`src/rtl/ring_output_arbiter.sv`:
```
// ring_output_arbiter
//
// Per-output-port arbiter and two-entry staging buffer for the ring router.
// NREQ requesters compete for one outgoing packet channel. Even/odd virtual
// channels are tied to the global `polarity` phase. In each cycle the VC equal
// to `polarity` may load one packet from a requester. The opposite VC may drain
// its buffered packet downstream. Load and drain therefore never touch the
// same buffer in the same cycle.
//
// Optional feature: define RING_HOP_DEC_EN to decrement the hop field
// [55:48] at load time, saturating at 0. This is used on cw/ccw ring outputs.
// When it is undefined, packets are buffered unmodified (PE output).
//
// Ports:
//   clk       in   clock, rising edge
//   reset     in   asynchronous active-low reset
//   polarity  in   global VC phase, toggles every cycle
//   req       in   [NREQ]            requester i holds a packet
//   req_data  in   [NREQ*PAC_WIDTH]  slice i = packet of requester i
//   gnt       out  [NREQ]            combinational one-hot grant (or zero)
//   out_ro    in   downstream ready
//   out_so    out  registered send strobe
//   out_do    out  [PAC_WIDTH]       registered outgoing packet
module ring_output_arbiter #(
    parameter int PAC_WIDTH = 64,
    parameter int NREQ      = 3
) (
    input  logic                      clk,
    input  logic                      reset,
    input  logic                      polarity,
    input  logic [NREQ-1:0]           req,
    input  logic [NREQ*PAC_WIDTH-1:0] req_data,
    output logic [NREQ-1:0]           gnt,
    input  logic                      out_ro,
    output logic                      out_so,
    output logic [PAC_WIDTH-1:0]      out_do
);

    localparam int            PW     = (NREQ > 1) ? $clog2(NREQ) : 1;
    localparam logic [PW:0]   NREQ_W = (PW+1)'(NREQ);

    // Staging buffers and round-robin pointers, both indexed by VC.
    logic [PAC_WIDTH-1:0] stage_reg [2];
    logic [1:0]           full_reg;
    logic [PW-1:0]        ptr_reg   [2];

    logic [NREQ-1:0]      eligible;
    logic                 send_vc;
    logic [PW-1:0]        ptr_cur;
    logic                 grant_found;
    logic [PW-1:0]        grant_idx;
    logic                 load_fire;
    logic [PAC_WIDTH-1:0] grant_data;
    logic [PAC_WIDTH-1:0] load_data;
    logic [PW:0]          ptr_inc;
    logic [PW-1:0]        ptr_adv;

    // A requester may only load into the VC that is active this cycle.
    genvar gi;
    generate
        for (gi = 0; gi < NREQ; gi++) begin : g_elig
            assign eligible[gi] = req[gi] &&
                (req_data[gi*PAC_WIDTH + PAC_WIDTH - 1] == polarity);
        end
    endgenerate

    assign send_vc = ~polarity;
    assign ptr_cur = ptr_reg[polarity];

    // Round-robin search upward from the active VC's pointer, with wrap.
    always_comb begin
        logic [PW:0] cand;
        cand        = '0;
        grant_found = 1'b0;
        grant_idx   = '0;
        for (int k = 0; k < NREQ; k++) begin
            cand = {1'b0, ptr_cur} + (PW+1)'(k);
            if (cand >= NREQ_W) begin
                cand = cand - NREQ_W;
            end
            if (!grant_found && eligible[cand[PW-1:0]]) begin
                grant_found = 1'b1;
                grant_idx   = cand[PW-1:0];
            end
        end
    end

    // A full buffer blocks new grants on its VC until it drains.
    assign load_fire = grant_found && !full_reg[polarity];

    always_comb begin
        gnt = '0;
        if (load_fire) begin
            gnt[grant_idx] = 1'b1;
        end
    end

    always_comb begin
        grant_data = '0;
        for (int i = 0; i < NREQ; i++) begin
            if (gnt[i]) begin
                grant_data = req_data[i*PAC_WIDTH +: PAC_WIDTH];
            end
        end
    end

    always_comb begin
        load_data = grant_data;
`ifdef RING_HOP_DEC_EN
        if (grant_data[55:48] != 8'd0) begin
            load_data[55:48] = grant_data[55:48] - 8'd1;
        end
`endif
    end

    // Next pointer is one past the granted requester, modulo NREQ.
    assign ptr_inc = {1'b0, grant_idx} + (PW+1)'(1);
    assign ptr_adv = (ptr_inc == NREQ_W) ? '0 : ptr_inc[PW-1:0];

    always_ff @(posedge clk or negedge reset) begin
        if (!reset) begin
            full_reg     <= '0;
            ptr_reg[0]   <= '0;
            ptr_reg[1]   <= '0;
            stage_reg[0] <= '0;
            stage_reg[1] <= '0;
            out_so       <= 1'b0;
            out_do       <= '0;
        end else begin
            if (load_fire) begin
                stage_reg[polarity] <= load_data;
                full_reg[polarity]  <= 1'b1;
                ptr_reg[polarity]   <= ptr_adv;
            end
            // Drain the opposite VC. A refused packet waits for that VC's next turn.
            if (full_reg[send_vc] && out_ro) begin
                out_so            <= 1'b1;
                out_do            <= stage_reg[send_vc];
                full_reg[send_vc] <= 1'b0;
            end else begin
                out_so <= 1'b0;
            end
        end
    end

endmodule

```
`config.mk`:
```
export PLATFORM = sky130hd
export DESIGN_NAME = ring_output_arbiter
export DESIGN_NICKNAME = d
export VERILOG_FILES = /design/src/rtl/ring_output_arbiter.sv
export SDC_FILE = /design/constraint.sdc
export NUM_CORES = 1
export LEC_CHECK = 0
export CAP_MARGIN = 20
export CELL_PAD_IN_SITES_DETAIL_PLACEMENT = 1
export CELL_PAD_IN_SITES_GLOBAL_PLACEMENT = 1
export CORE_ASPECT_RATIO = 0.6
export CORE_MARGIN = 5
export CORE_UTILIZATION = 39
export CTS_BUF_LIST = sky130_fd_sc_hd__clkbuf_4 sky130_fd_sc_hd__clkbuf_8
export DETAILED_ROUTE_END_ITERATION = 12
export PLACE_DENSITY = 0.94
export SLEW_MARGIN = 30
export SYNTH_ARGS = -nofsm -noshare
export SYNTH_HDL_FRONTEND = slang
export SYNTH_SLANG_ARGS = --single-unit
```
`constraint.sdc`:
```
create_clock -name clk -period 4.85 [get_ports clk]
set_input_delay 0.97 -clock clk [delete_from_list [all_inputs] [get_ports clk]]
set_output_delay 0.97 -clock clk [all_outputs]
set_load 0.005 [all_outputs]
```
==> run summary, run 1 <==
The flow ran to the end, and the final reports show no timing, DRC or antenna violations. The clock power share came out at between 10% and 20%. The worst-case vdd ir drop is ~0.00027 V. The via count of the first global-routing pass is roughly 11k.

The worst hold path passes through 2 cells. The final design utilization came out at around half. Setup repair after global routing left no endpoint under its margin.

The internal power summed over all cells is slightly below 5 mW. The delay of the slowest cell on the worst path came out at between 500 and 600 ps. Ranked by total cell area, the synthesized netlist is headed by sky130_fd_sc_hd__dfrtp_1 48%, sky130_fd_sc_hd__a221oi_2 12%, sky130_fd_sc_hd__nor2_1 7.1%, sky130_fd_sc_hd__a222oi_1 6.2%, sky130_fd_sc_hd__a21oi_1 5.3%. The pin slew with the least headroom to its limit is around 920 ps. In the synthesized netlist the dominant register cell turns out to be sky130_fd_sc_hd__dfrtp_1. The layout cell share with drive strength beyond 1 is between 10% and 20%.

The net switching share of the total power came out at 43.1%. The largest total area in the synthesized netlist belongs to sky130_fd_sc_hd__dfrtp_1. TritonCTS built the clock tree. The sequential area share after synthesis is between 40% and 50%. The synthesized area per cell came out at between 10 and 15 um2. Setup violations remaining at the end of the flow were counted as 0.

The kind of start point of the critical path is a primary input. The insertion delay to the later sink of the worst-skew pair came out at 480 ps. The average vias per placed instance came out at approximately 6.1. The post-detailed-placement half-perimeter wirelength came out at between 20000 and 30000 um. Counting both buffers and inverters, the worst setup path holds a total of 3.

The start of the worst register-to-register path is ptr_reg[0]$_DFFE_PN0P_. Global routing finished with a remaining overflow of 0. The number of distinct standard cells referenced by the synthesized netlist came out at 44. In this run the critical register-to-register path is captured at stage_reg[32]$_DFFE_PN0P_. The horizontal extent of the die came out at roughly 220 um. The placeable core region is 26300 um2. The kind of cell with the highest combined delay along the critical path is buffers and inverters. The floorplan has 46 rows. The headroom to the max-slew limit is a little under two fifths. The residual DRC count came out at 0. The total count of max-transition violations in the final report is 0. The worst setup path is captured at an output port.

The number of warnings issued by yosys is 0. After synthesis the cells add up to 10400 um2. The upper clock frequency limit is about 220 MHz. The synthesized flop and latch total is 199.

The number of flip-flops in the largest register came out at between 100 and 150. Traced cell by cell, the critical path runs through dlymetal6s2s_1 > mux2i_2 > inv_1 > ha_1 > nor2b_1 > o211ai_2 > nand2_1 > o41a_1 > nor2b_4 > clkdlybuf4s50_1. The end of the worst hold path is out_do[6]$_DFFE_PN0P_.

The number of buffers inserted during clock tree synthesis is 17. The area added between synthesis and finish is 31.8%. The final-layout fill cell count came out at approximately 2.9k. The worst hold path belongs to the class register to register. The detail route stage leaves a number of antenna-violating nets equal to 0. Synthesis produced a netlist with a net count of roughly 1.2k.

The startpoint identified for the worst hold timing path is stage_reg[6]$_DFFE_PN0P_. The average wire length per cell after detail routing came out at ~24 um. Yosys instantiated no cell more often than sky130_fd_sc_hd__dfrtp_1.

The largest net degree at the start of global routing came out at 93. The starting density of the core is about two fifths. The boundary pin count is ~270. Summed over its instances, the top area cell type makes up 48.0% of the synthesized netlist area. Before antenna repair, the detailed router went through 6 iterations. The number of placed cells counting well taps is between 1.5k and 2k.

The power per unit of standard cell area is roughly 640 nW/um2. The share of synthesized registers carrying an async set or reset came out at 100%. The switching power summed over all nets is 3.75 mW.

Combinational cells account for 52.1% of the total power. On the critical path, the stage with the largest delay is an instance of sky130_fd_sc_hd__clkdlybuf4s50_1. For the final database, setup skew stands at approximately 21 ps. During placement, the flow inserted port buffers numbering 266. The minimum setup slack among reg-to-reg paths came out at about 1200 ps. The routed wire length is between 30000 and 40000 um.

The length in cells of the worst reg-to-reg path came out at 12. The number of design-rule violations left by the first detailed-router iteration is 1123. The number of failing hold endpoints at the final stage is 0. Clock tree synthesis selected as its root buffer the cell sky130_fd_sc_hd__clkbuf_8. The overall power after layout is 8.70 mW. In this run the worst path has a maximum fanout of 4.

The post-route cell area is approximately 14000 um2. The number of enable flip-flop cells after synthesis is 0. The synthesized instance count came out at approximately 1.0k. The data arrival time of the critical path came out at around 3500 ps. The global-route usage over all layers is 25.4%. The standard cell area after detailed placement came out at roughly 13000 um2. The number of antenna violations at the first check in global routing is 5. The clock net in this run drives a total of 199 sinks. The first global-routing pass estimated about 60000 um of wire. Across all layers, the routed design uses 9784 vias. The H-tree level count is 4. The classification of the worst setup path is primary input to output port. The sequential share of power came out at a little over a third.

The clock tree buffer depth is 2. The tool flagged a number of max-cap violations equal to 0. The final weighted congestion in routability-driven placement is 0.904. The leakage power of the design is a little under 6 nW. The post-placement setup slack came out at -17.7 ps.

The clock-pin slew of the registers on the worst-case setup and hold paths is approximately 90 ps. The clock period minus worst slack came out at 4500 ps. The required time of the critical path is between 3000 and 4000 ps. The antenna diode count came out at 0.

The post-route worst setup slack came out at around 350 ps. The non-filler instance count after layout is ~1.6k. The full die area came out at between 30000 and 40000 um2. By count the netlist is led by 199 x sky130_fd_sc_hd__dfrtp_1, 195 x sky130_fd_sc_hd__nor2_1, 109 x sky130_fd_sc_hd__a21oi_1. The net total in the final layout came out at 1424. The vertical die dimension is about 140 um.

In the finished design, the share of the clock period the worst path needs comes to just over 90%.
==> per-layer routing <==
metal  track usage, %  wire [um]
met5                0         61
met4             7.37        745
met3             8.21       3690
met2             41.2      18400
met1             32.9      16100
==> cell type report <==
| type | instances | area [um2] | area share [%] |
|---|---|---|---|
| flip-flops and latches | 199 | 4980 | 36.4 |
| multi-input cells | 636 | 4580 | 33.5 |
| repair buffers | 296 | 2990 | 21.9 |
| well taps | 360 | 450 | 3.30 |
| inverters | 72 | 270 | 1.98 |
| clock buffers | 18 | 248 | 1.81 |
| clock inverters | 13 | 148 | 1.08 |
==> how the worst max path moves through the flow <==
stage | start | to | cells after the start
2_1_floorplan | polarity | gnt[2] | 13
3_3_place_gp | polarity | gnt[2] | 11
3_5_place_dp | polarity | gnt[0] | 13
4_1_cts | polarity | gnt[1] | 11
5_1_grt | polarity | gnt[1] | 10
6_report | polarity | gnt[1] | 10
==> power by group through the flow <==
stage	sequential [mW]	combinational (mW)	clock, mW
after floorplan	2.91	2.86	0
after global placement	2.99	4.26	0
after detailed placement	3.05	4.47	0
after CTS	3.02	4.51	1.15
after global routing	3.11	4.92	1.22
final	3.04	4.54	1.12
==> metrics by stage <==
stage	TNS [ps]	hold WS [ps]
floorplan	0	435
global placement	0	452
detailed placement	-17.7	468
CTS	0	489
global route	0	520
finish	0	493
==> worst register-to-register path, delay by kind of cell (launching register included) <==
kind | cells | cell delay (ps)
simple gates | 3 | 490
compound gates | 4 | 1190
mux | 1 | 280
flops | 1 | 440
fa+ha+maj | 1 | 280
buf+inv | 3 | 910
==> cells by family (layout without fill, tap and decap cells) <==
kind of cell / Yosys count / after routing / synth area share, %
and+or+nand+nor: 225 / 225 / 8.96
adders and majority gates: 3 / 3 / 0.362
xor gates and xnor gates: 3 / 3 / 0.253
muxes: 3 / 3 / 0.290
AOI/OAI and AO/OA: 402 / 402 / 33.5
DFF: 199 / 199 / 48.0
buffers and inverters: 173 / 399 / 8.63
==> placed cells by master, fill, tap and decap left out, types with 7 or more instances in the layout <==
master / synthesis / layout
sky130_fd_sc_hd__a221oi_1: 40 / 40
sky130_fd_sc_hd__inv_1: 72 / 72
sky130_fd_sc_hd__clkbuf_8: 0 / 19
sky130_fd_sc_hd__dfrtp_1: 199 / 199
sky130_fd_sc_hd__buf_12: 2 / 8
sky130_fd_sc_hd__a222oi_1: 64 / 64
sky130_fd_sc_hd__a221oi_2: 86 / 86
sky130_fd_sc_hd__buf_4: 14 / 22
sky130_fd_sc_hd__nor2_1: 195 / 195
sky130_fd_sc_hd__clkdlybuf4s50_1: 0 / 264
sky130_fd_sc_hd__o21ai_0: 69 / 67
sky130_fd_sc_hd__nand2_1: 7 / 7
sky130_fd_sc_hd__a21oi_1: 109 / 108
sky130_fd_sc_hd__a21oi_2: 18 / 18
==> timing repair <==
item	in CTS	in global routing
buffers inserted	1	0
resized for setup	2	6
cloned	0	0
hold buffers	0	0
setup endpoints to repair	3	3
(Power assumes the default switching activity.)
==> inputs of run 2 (changes only) <==
ABC_CLOCK_PERIOD_IN_PS = 4850   (was not set)
==> results of run 2 <==
Same layout as run 1: the final DEF is identical, and so are final timing and power.
==> inputs of run 3 (changes only) <==
CTS_CLUSTER_SIZE = 12   (was not set)
RECOVER_POWER = 100   (was not set)
==> run 3 against run 2 <==
- the flow now finishes with violations (max-capacitance violations, max-slew violations)
- non-clock buffer count is the same
- highest routed layer unchanged
- maximum frequency is 2.0% lower
- setup slack got worse by 90 ps
- register-to-register slack lost 560 ps
- largest cell class unchanged
- clock skew barely moved
- critical path depth stayed put
- wire length is 0.38% higher
==> run summary, run 3 (same netlist as run 1, synthesis figures left out) <==
The cell with the largest stage delay on the worst path is sky130_fd_sc_hd__dlygate4sd3_1 (was sky130_fd_sc_hd__clkdlybuf4s50_1). The overall via count from detail_route came out at 9781 (was 9784). The global-route wire length before repair came out at 59900 um (unchanged). Outcome: finished with violations (was finished, final reports clean). The clock-pin slew of the registers on the worst-case setup and hold paths came out at 100 ps (was 90 ps). The upper clock frequency limit came out at 218 MHz (was 222 MHz). The number of flip-flops in the largest register was 128 (unchanged). The horizontal extent of the die came out at 221 um (unchanged). The most common library cell in the layout ignoring fill and taps is sky130_fd_sc_hd__dfrtp_1 (was sky130_fd_sc_hd__clkdlybuf4s50_1). The net total in the final layout was 1424 (unchanged).

Commonest cells after routing, fill and taps aside: 199 x sky130_fd_sc_hd__dfrtp_1, 198 x sky130_fd_sc_hd__clkdlybuf4s50_1, 195 x sky130_fd_sc_hd__nor2_1 (was 264 x sky130_fd_sc_hd__clkdlybuf4s50_1, 199 x sky130_fd_sc_hd__dfrtp_1, 195 x sky130_fd_sc_hd__nor2_1). The kind of start point of the critical path is a primary input (unchanged). The placeable core region was 26300 um2 (unchanged). Critical Path, Cell by Cell: clkbuf_1 > mux2i_1 > inv_1 > ha_1 > nor2b_1 > o211ai_2 > nand2_1 > o41a_1 > nor2b_4 > dlygate4sd3_1 (was dlymetal6s2s_1 > mux2i_2 > inv_1 > ha_1 > nor2b_1 > o211ai_2 > nand2_1 > o41a_1 > nor2b_4 > clkdlybuf4s50_1). The H-tree level count is 4 (unchanged). RSZ-0062 raised after global routing: false (unchanged). The vertical die dimension was 136 um (unchanged). The number of failing hold endpoints at the final stage is 0 (unchanged).

The length of the first detailed-routing pass in iterations is 6 (unchanged). The path class of the lowest-slack min-delay path is register to register (unchanged). The number of sinks handled by clock tree synthesis is 199 (unchanged). The post-route worst setup slack is 256 ps (was 346 ps). The leakage power of the design is 5.64 nW (was 5.77 nW). The pin slew with the least headroom to its limit came out at 2410 ps (was 925 ps). The routed wire length is 39100 um (was 39000 um).

The number of max-cap violations came out at 4 (was 0). The largest net degree at the start of global routing came out at 93 (unchanged). The standard cell area after detailed placement came out at 13200 um2 (unchanged). The post-route cell area is 13200 um2 (was 13700 um2). The antenna diode count came to 0 (unchanged). The global-route usage over all layers came out at 25.4% (unchanged). The starting density of the core is 39.4% (unchanged).

The clock tree from TritonCTS is yes (unchanged). The number of design-rule violations left by the first detailed-router iteration is 1105 (was 1123). The via count of the first global-routing pass was 10.5k (unchanged).

The average vias per placed instance came to 6.14 (about the same). The non-filler instance count after layout is 1594 (unchanged). The sort of element at the end of the critical path is an output port (unchanged). The layout cell share with drive strength beyond 1 was 9.72% (was 15.1%).

The final clock skew came out at 21.6 ps (was 21.1 ps). The number of I/O port buffers is 266 (unchanged). The number of buffers inserted during clock tree synthesis was 17 (unchanged).

The ratio of final minimum period to clock period came to 94.7% (was 92.9%). The final reports fail on max-capacitance violations, max-slew violations. The total count of max-transition violations in the final report came to 206 (was 0). The headroom to the max-slew limit is -60.8% (was 38.3%).

The final-layout fill cell count came out at 2953 (was 2874). The residual DRC count is 0 (unchanged). The power per unit of standard cell area is 627 nW/um2 (was 636 nW/um2). The area added between synthesis and finish was 27.4% (was 31.8%). The final weighted congestion in routability-driven placement was 0.904 (unchanged). The classification of the worst setup path is primary input to output port (unchanged). The clock tree buffer depth is 2 (unchanged). The post-placement setup slack came to -17.7 ps (unchanged). The count of buffer and inverter cells on the critical path was 3 (unchanged). The worst-case vdd ir drop came out at 0.000257 V (was 0.000266 V).

The number of failing setup endpoints in the final timing report is 0 (unchanged). The number of antenna violations at the first check in global routing is 5 (unchanged). The row count is 46 (unchanged).

The number of placed cells counting well taps came out at 1562 (unchanged). The data arrival time of the critical path came out at 3620 ps (was 3530 ps). The insertion delay to the later sink of the worst-skew pair came out at 480 ps (about the same). The remaining number of nets flagged by the antenna check after routing is 0 (unchanged). The cell class contributing the biggest share of worst-path delay is buffers and inverters (unchanged). The quantity of hold-fixing buffers added after cts is 0 (unchanged). The full die area came out at 30100 um2 (unchanged). The largest fanout of any net on the critical path is 4 (unchanged). The average wire length per cell after detail routing was 24.5 um (was 24.4 um). The clock period minus worst slack is 4590 ps (was 4500 ps).

The minimum setup slack among reg-to-reg paths came out at 620 ps (was 1180 ps). The CTS root buffer is sky130_fd_sc_hd__clkbuf_8 (unchanged). The post-detailed-placement half-perimeter wirelength is 26300 um (unchanged).

The boundary pin count was 267 (unchanged). The required time of the critical path is 3880 ps (about the same). The delay of the slowest cell on the worst path is 610 ps (was 540 ps). The worst hold margin came out at 489 ps (was 493 ps). The residual overflow from global routing came to 0 (unchanged).
[run 3: cell types whose count changed in the layout (fill, tap and decap cells not counted), sizes merged]
cell | previous run | this run
clkbuf | 19 | 26
dlymetal6s2s | 1 | 0
buf | 30 | 24
clkdlybuf4s50 | 264 | 198
dlygate4sd3 | 0 | 66
[run 3: routing by layer]
metal / up-vias / share of wire (%) / global-route usage [%]
met1: 4998 / 41 / 32.9
met2: 491 / 47 / 41.2
met5: - / 0.15 / 0
met4: 10 / 2.0 / 7.37
met3: 76 / 9.4 / 8.21
li1: 4206 / - / -
[run 3: final cells by class]
type / count / area, um2 / area share, %
sequential: 199 / 4980 / 37.7
clock inverter: 13 / 148 / 1.12
tap: 360 / 450 / 3.41
multi-input combinational: 636 / 4180 / 31.7
timing repair buffer: 296 / 2930 / 22.2
inverter: 72 / 270 / 2.05
clock buffer: 18 / 248 / 1.88
[run 3: final timing paths]
path,cells after the start,endpoint,startpoint
worst min register to register,1,stage_reg[63]$_DFFE_PN0P_,stage_reg[63]$_DFFE_PN0P_
worst max register to register,12,stage_reg[32]$_DFFE_PN0P_,ptr_reg[0]$_DFFE_PN0P_
worst min-delay path,1,stage_reg[63]$_DFFE_PN0P_,stage_reg[63]$_DFFE_PN0P_
min in group asynchronous,1,out_do[10]$_DFFE_PN0P_,reset
worst max-delay path,10,gnt[1],polarity
max in group asynchronous,2,stage_reg[41]$_DFFE_PN0P_,reset
[run 3: worst register-to-register path, stage by stage (launching register included)]
cell	delay (ps)
sky130_fd_sc_hd__dfrtp_1	430
sky130_fd_sc_hd__mux2i_1	350
sky130_fd_sc_hd__inv_1	130
sky130_fd_sc_hd__ha_1	290
sky130_fd_sc_hd__nor2b_1	160
sky130_fd_sc_hd__o211ai_2	170
sky130_fd_sc_hd__nand2_1	120
sky130_fd_sc_hd__o41a_1	380
sky130_fd_sc_hd__nor2b_4	180
sky130_fd_sc_hd__buf_4	140
sky130_fd_sc_hd__buf_2	1090
sky130_fd_sc_hd__a21oi_1	360
sky130_fd_sc_hd__a221oi_2	330
[run 3: where the power goes]
part	switching (mW)	total, mW	internal [mW]	leakage, nW
clock network	0.651	1.13	0.477	0.193
registers	0.516	3.02	2.51	2.38
logic	2.40	4.13	1.73	3.06
[run 3: per-stage QoR]
stage / TNS [ps] / power, mW / utilization [%]
CTS: 0 / 8.68 / 51.9
global route: 0 / 8.83 / 50.2
floorplan: 0 / 5.77 / -
global placement: 0 / 7.24 / 50.3
detailed placement: -17.7 / 7.52 / 50.3
finish: 0 / 8.28 / 50.2
[run 3: timing repair]
action,4_1_cts,5_1_grt
setup endpoints to repair,3,3
resized for setup,2,6
buffers inserted,1,0
